===== src/rtl/alu_arbiter.sv =====
// alu_arbiter: round-robin sequencer sharing one ALU between two requesters (ALU_ARB_LOCK_EN adds req lock inputs).
// Latency: accept at edge T, result captured at T+1, response valid from T+2; one operation in flight.
// Backpressure: req ready only in IDLE for the granted port; response held until the owner's rsp ready.
module alu_arbiter #(
    parameter int WIDTH = 64,
    parameter int CTRW  = 4
) (
    input  logic             clk,
    input  logic             reset,
    input  logic             req0_valid,
    output logic             req0_ready,
    input  logic [CTRW-1:0]  req0_ctr,
    input  logic [WIDTH-1:0] req0_a,
    input  logic [WIDTH-1:0] req0_b,
    input  logic             req1_valid,
    output logic             req1_ready,
    input  logic [CTRW-1:0]  req1_ctr,
    input  logic [WIDTH-1:0] req1_a,
    input  logic [WIDTH-1:0] req1_b,
`ifdef ALU_ARB_LOCK_EN
    input  logic             req0_lock,
    input  logic             req1_lock,
`endif
    output logic             rsp0_valid,
    input  logic             rsp0_ready,
    output logic [WIDTH-1:0] rsp0_out,
    output logic             rsp0_zero,
    output logic             rsp1_valid,
    input  logic             rsp1_ready,
    output logic [WIDTH-1:0] rsp1_out,
    output logic             rsp1_zero,
    output logic [CTRW-1:0]  alu_ctr,
    output logic [WIDTH-1:0] alu_a,
    output logic [WIDTH-1:0] alu_b,
    input  logic [WIDTH-1:0] alu_out,
    input  logic             alu_zero,
    output logic             busy
);

    typedef enum logic [1:0] {IDLE = 2'd0, EXEC = 2'd1, RESP = 2'd2} state_t;

    state_t           state, state_nxt;
    logic             prio, owner, lock_q;
    logic             grant, accept, release_op, sel_lock;
    logic [WIDTH-1:0] out0_q, out1_q;
    logic             zero0_q, zero1_q;

    // prio only breaks ties; a lone valid requester always wins
    assign grant      = (req0_valid && req1_valid) ? prio : req1_valid;
    assign accept     = (state == IDLE) && (req0_valid || req1_valid);
    assign release_op = (state == RESP) && (owner ? rsp1_ready : rsp0_ready);

`ifdef ALU_ARB_LOCK_EN
    assign sel_lock = grant ? req1_lock : req0_lock;
`else
    assign sel_lock = 1'b0;
`endif

    always_ff @(posedge clk) begin
        if (reset) state <= IDLE;
        else       state <= state_nxt;
    end

    always_comb begin
        state_nxt  = state;
        req0_ready = 1'b0;
        req1_ready = 1'b0;
        rsp0_valid = 1'b0;
        rsp1_valid = 1'b0;
        case (state)
            IDLE: begin
                req0_ready = accept && !grant;
                req1_ready = accept && grant;
                if (accept) state_nxt = EXEC;
            end
            EXEC: state_nxt = RESP;
            RESP: begin
                rsp0_valid = !owner;
                rsp1_valid = owner;
                if (release_op) state_nxt = IDLE;
            end
            default: state_nxt = IDLE;
        endcase
    end

    // per-port result registers so each response holds its own last value
    always_ff @(posedge clk) begin
        if (reset) begin
            prio    <= 1'b0;
            owner   <= 1'b0;
            lock_q  <= 1'b0;
            alu_ctr <= '0;
            alu_a   <= '0;
            alu_b   <= '0;
            out0_q  <= '0;
            out1_q  <= '0;
            zero0_q <= 1'b0;
            zero1_q <= 1'b0;
        end else begin
            if (accept) begin
                owner   <= grant;
                lock_q  <= sel_lock;
                alu_ctr <= grant ? req1_ctr : req0_ctr;
                alu_a   <= grant ? req1_a   : req0_a;
                alu_b   <= grant ? req1_b   : req0_b;
            end
            if (state == EXEC) begin
                if (owner) begin
                    out1_q  <= alu_out;
                    zero1_q <= alu_zero;
                end else begin
                    out0_q  <= alu_out;
                    zero0_q <= alu_zero;
                end
            end
            if (release_op) prio <= lock_q ? owner : ~owner;
        end
    end

    assign rsp0_out  = out0_q;
    assign rsp0_zero = zero0_q;
    assign rsp1_out  = out1_q;
    assign rsp1_zero = zero1_q;
    assign busy      = (state != IDLE);

endmodule


===== config.mk =====
export PLATFORM = sky130hd
export DESIGN_NAME = alu_arbiter
export DESIGN_NICKNAME = d
export VERILOG_FILES = /design/src/rtl/alu_arbiter.sv
export SDC_FILE = /design/constraint.sdc
export NUM_CORES = 1
export LEC_CHECK = 0
export ABC_AREA = 1
export CAP_MARGIN = 10
export CORE_AREA = 3 3 230 232
export CTS_BUF_LIST = sky130_fd_sc_hd__clkbuf_4
export DETAILED_ROUTE_END_ITERATION = 8
export DIE_AREA = 0 0 233 235
export SLEW_MARGIN = 30
export SYNTH_ARGS = -nofsm -noshare
export SYNTH_HDL_FRONTEND = slang
export SYNTH_SLANG_ARGS = --single-unit

===== constraint.sdc =====
create_clock -name clk -period 2 [get_ports clk]
set_clock_uncertainty 0.15 [all_clocks]
set_input_delay 0.4 -clock clk [delete_from_list [all_inputs] [get_ports clk]]
set_output_delay 0.4 -clock clk [all_outputs]
set_load 0.005 [all_outputs]

======== Yosys cells after proc, flatten, opt, wreduce, memory -nomap -nowiden ========
Cells that the tools add are included.
storage, ports and cells
  bits in registers ....................... 266
  output and inout bits ................... 267
  logic and storage cells ................. 40
cells by class
  equality and inequality tests ........... 4
  reduce and logical (&&, ||, !) cells .... 13
  bitwise operators ....................... 1
  muxes and demuxes ....................... 12
operator list
  kind                                                                    number
  64-bit 2-to-1 mux                                                       2
  1-bit 2-to-1 mux                                                        6
  2-bit case mux with 3 select lines                                      1
  2-bit AND reduction                                                     3
  1-bit logical AND                                                       5
  2-bit 2-to-1 mux                                                        2
  4-bit 2-to-1 mux                                                        1
  2-bit inequality test (second input constant)                           2
  2-bit by 1-bit equality test with 1-bit output (second input constant)  1
  2-bit equality test (second input constant)                             1
  1-bit logical NOT                                                       2
  2-bit logical NOT                                                       1
  2-bit nonzero test                                                      1
  1-bit logical OR                                                        1
  1-bit NOT                                                               1

======== Longest topological paths before layout ========
  word-level depth ........................ 5
  gate-level depth with buffers ........... 9
  depth with buffers taken out ............ 7

======== Least setup slack after synthesis ========
No wires, ideal clock.
  path kind ............................... in2out
  start ................................... in req1_valid
  end ..................................... out req1_ready
  data arrival time ....................... 1185 ps
  stages on the path ...................... 7
  setup slack ............................. 265 ps
  required time ........................... 1450 ps
  path through ............................ buf_2 nand2_2 buf_4 buf_2 inv_1 nand2_1 inv_1
on the way
  word-level cells in the longest chain between the ends .. 4
  elaborated cells between the ends (all ways) .. 6
  classes of those cells .................. mux (2); reduce/logical (4)
ends and longest elaborated chain
  what                                                   line    text
  start: declaration                                     15      input logic req1_valid,
  1-bit logical AND or 1-bit logical OR (tied branches)  49, 50
  1-bit 2-to-1 mux or 1-bit logical AND (tied branches)  49, 50
  1-bit logical AND *                                    73      req1_ready = accept && grant;
  1-bit 2-to-1 mux *                                     70      case (state)
  end: declaration                                       16      output logic req1_ready,
Mark *: on every way between the ends. The rest lies on a longest branch, timed or not.

======== Worst setup path in the final report ========
  start ................................... reg state[1]
  end ..................................... out req0_ready
on the way
  word-level cells in the longest chain between the ends .. 4
ends and longest elaborated chain
  what                      line    text
  start: declaration        42      state_t state, state_nxt;
  start signal: assignment  61      else state <= state_nxt;
  2-bit logical NOT *       50, 70
  1-bit logical AND         50      assign accept = (state == IDLE) && (req0_valid || req1_valid);
  1-bit logical AND         72      req0_ready = accept && !grant;
  1-bit 2-to-1 mux *        70
  end: declaration          11      output logic req0_ready,
Marked as above.

==> impl_metrics.py <==
metrics = {
    "status": {
        "status": "finished, violations left",
        "failed_checks": "negative setup slack",
    },
    "die": {
        "die_width_um": 233,
        "rows": 83,
        "fp.coreArea_mm2": 0.0512,
        "top_level_ports": 602,
        "die_y_um": 235,
        "die-area_mm2": 0.0548,
        "initial_core_util_pct": 22.5,
    },
    "pwr": {
        "p_sw_uw": 4430,
        "peakVddDrop_mv": 0.474,
        "switching_share_pct": 29.6,
        "seq_power_share_pct": 40.3,
        "leakage_uw": 0.00909,
        "p_int_uw": 10500,
        "p_per_area_mw_per_mm2": 747,
        "pwr-share-clk_pct": 35.3,
        "combPwrFrac_pct": 24.4,
    },
    "sta": {
        "grt_setup_unrepaired": "true",
        "setup_tns_ps": -460,
        "finalCritPeriodShare_pct": 106,
        "hold_viol": 0,
        "min_period_ps": 2130,
        "setup_viol": 5,
        "setup_ws_ps": -126,
        "slew_headroom_pct": 68.7,
        "holdWs_ps": 152,
        "fmax_mhz": 470,
        "worst_pin_slew_ps": 469,
        "slew_violations": 0,
    },
    "placed_design": {
        "place_congestion": 0.845,
        "placed_cell_area_mm2": 0.0188,
        "hpwlAfterDp_um": 35800,
        "portBuffers": 601,
    },
    "setup_path": {
        "cp-end-kind": "output port",
        "worstSetupPathType": "reg2out",
        "crit_family": "flip-flops",
        "arrival_ps": 1580,
        "crit_path_start_kind": "register",
        "crit_fanout": 4,
        "critical_path_buf_inv_count": 1,
        "crit_path_top_delay_cell": "dfxtp_2",
        "cpPeakStageDelay_ps": 340,
        "path_cells": "nor2_4, o21ai_4, nor2_2, buf_2",
        "worst-endpoint-required_ps": 1450,
    },
    "clocking": {
        "cts_made_buffers": 79,
        "cts_sinks": 266,
        "htree_levels": 3,
        "cts_tree": "built",
        "cts_root_buf": "clkbuf_4",
        "clk_latency_ps": 720,
        "cts.clk_slew.worst_paths_ps": 60,
        "clock_path_buffers": 3,
    },
    "cells_and_area": {
        "final_nets": 2616,
        "final_cell_area_mm2": 0.0200,
        "drive_gt1_share_pct": 19.4,
        "fillers": 5337,
        "area_growth_pct": 73.5,
        "mostFrequentLayoutCell": "clkdlybuf4s50_1",
        "mostFrequentLayoutCells": "clkdlybuf4s50_1, nand2_1, nand3_1, inv_1, dfxtp_1",
    },
    "grt": {
        "track_usage_pct": 17.4,
        "grt_max_degree": 71,
        "gr-total-overflow": 0,
        "grt_antenna_before_repair": 2,
        "grt_pass1_wl_um": 75600,
        "first_global_vias": 13200,
    },
    "synth": {
        "synth_cell_types": 18,
        "ys_seq_elements": 266,
        "yosysSeqAreaShare_pct": 46.2,
        "avgSynthCellArea_um2": 7.10,
        "ys.warnings.count": 0,
        "synth_area_mm2": 0.0115,
        "synthCells": 1624,
        "syn_nets": 1959,
    },
    "route": {
        "wl_per_cell_um": 16.6,
        "routed_wl_um": 50200,
        "viasPerCell": 4.51,
        "vias": 13600,
        "ant_nets": 0,
        "drt_iter0_markers": 665,
        "drc_errors": 0,
        "drt_pass1_iterations": 6,
    },
    "run": {
        "maxCapViolCount": 0,
    },
    "hold_path": {
        "hold_class": "in2reg",
    },
}
-- state kept, by name, indices dropped and copies added (netlist names) --
| signal | flops |
|---|---|
| owner | 1 |
| alu_ctr | 4 |
| state | 2 |
| rsp1_out | 64 |
| rsp1_zero | 1 |
| rsp0_out | 64 |
| rsp0_zero | 1 |
| alu_b | 64 |
| alu_a | 64 |
| prio | 1 |
-- power groups by stage --
| stage | logic [uW] | registers, uW | clock network (uW) |
|---|---|---|---|
| after floorplan | 1430 | 6120 | 0 |
| after global placement | 3810 | 6090 | 0 |
| after detailed placement | 3840 | 6110 | 0 |
| after CTS | 3690 | 6020 | 5560 |
| after global routing | 4010 | 6070 | 5870 |
| final | 3650 | 6020 | 5280 |
-- per-stage QoR --
step	utilization, %	setup WS (ps)	total power [uW]	std cells
after floorplan	-	265	7550	1624
after global placement	36.7	-810	9900	2847
after detailed placement	36.7	-824	9940	2847
after CTS	39.0	-291	15300	3011
after global routing	39.1	-284	15900	3016
final	39.1	-126	14900	3016
-- cell usage after synthesis, drive strengths merged --
library cell,n,area (um^2)
buf,56,298
clkbuf,85,319
nand2,276,1040
nand3,267,1340
clkinv,1,3.75
a21oi,133,666
inv,269,1010
nor2,8,40.0
dfxtp,266,5330
o21ai,131,667
nand4,132,826
-- final cells by class --
type	count	area, um^2	area share (%)
flip-flops and latches	266	5440	27.2
diodes	2	5.00	0.0250
repair buffers	717	7040	35.2
well taps	680	851	4.25
clock buffers	114	856	4.28
inverters	270	1020	5.11
clock inverters	20	145	0.726
multi-input cells	947	4640	23.2
-- path summary, 6_finish.rpt --
check                                         startpoint                         to  slack (ps)  cells past startpoint
worst max-delay path               state[1]$_SDFFE_PP0P_                 req0_ready        -130                      4
worst min-delay path                         alu_out[39]  rsp0_out[39]$_SDFFE_PP0P_         150                      3
worst max register to register     state[1]$_SDFFE_PP0P_     alu_b[49]$_SDFFE_PP0N_          70                     10
worst min register to register  rsp0_out[9]$_SDFFE_PP0P_   rsp0_out[9]$_SDFFE_PP0P_         290                      2
-- tightest hold or removal path: cells and delay by family --
family	cells	cell delay [ps]
buffers and inverters	1	410
AO/OA/AOI/OAI	2	210
-- repair_timing --
item / CTS / global route
pin swaps: 6 / 4
setup endpoints to repair: 279 / 17
hold buffers: 24 / 0
hold endpoints to repair: 32 / 0
resized for setup: 767 / 16
setup buffers: 6 / 3
-- per-layer routing --
metal	global-route usage [%]	routed length, um
met5	0	0
met4	7.02	1490
met3	6.16	5100
met2	29.6	24100
met1	19.9	19500
-- kinds of logic after synthesis --
group,after synthesis,share of synthesized area (%)
flip-flops,266,46.2
buffers and inverters,411,14.1
AND/OR/NAND/NOR,683,28.1
AO/OA/AOI/OAI,264,11.6
No activity file was read; power rests on OpenSTA's default activity.
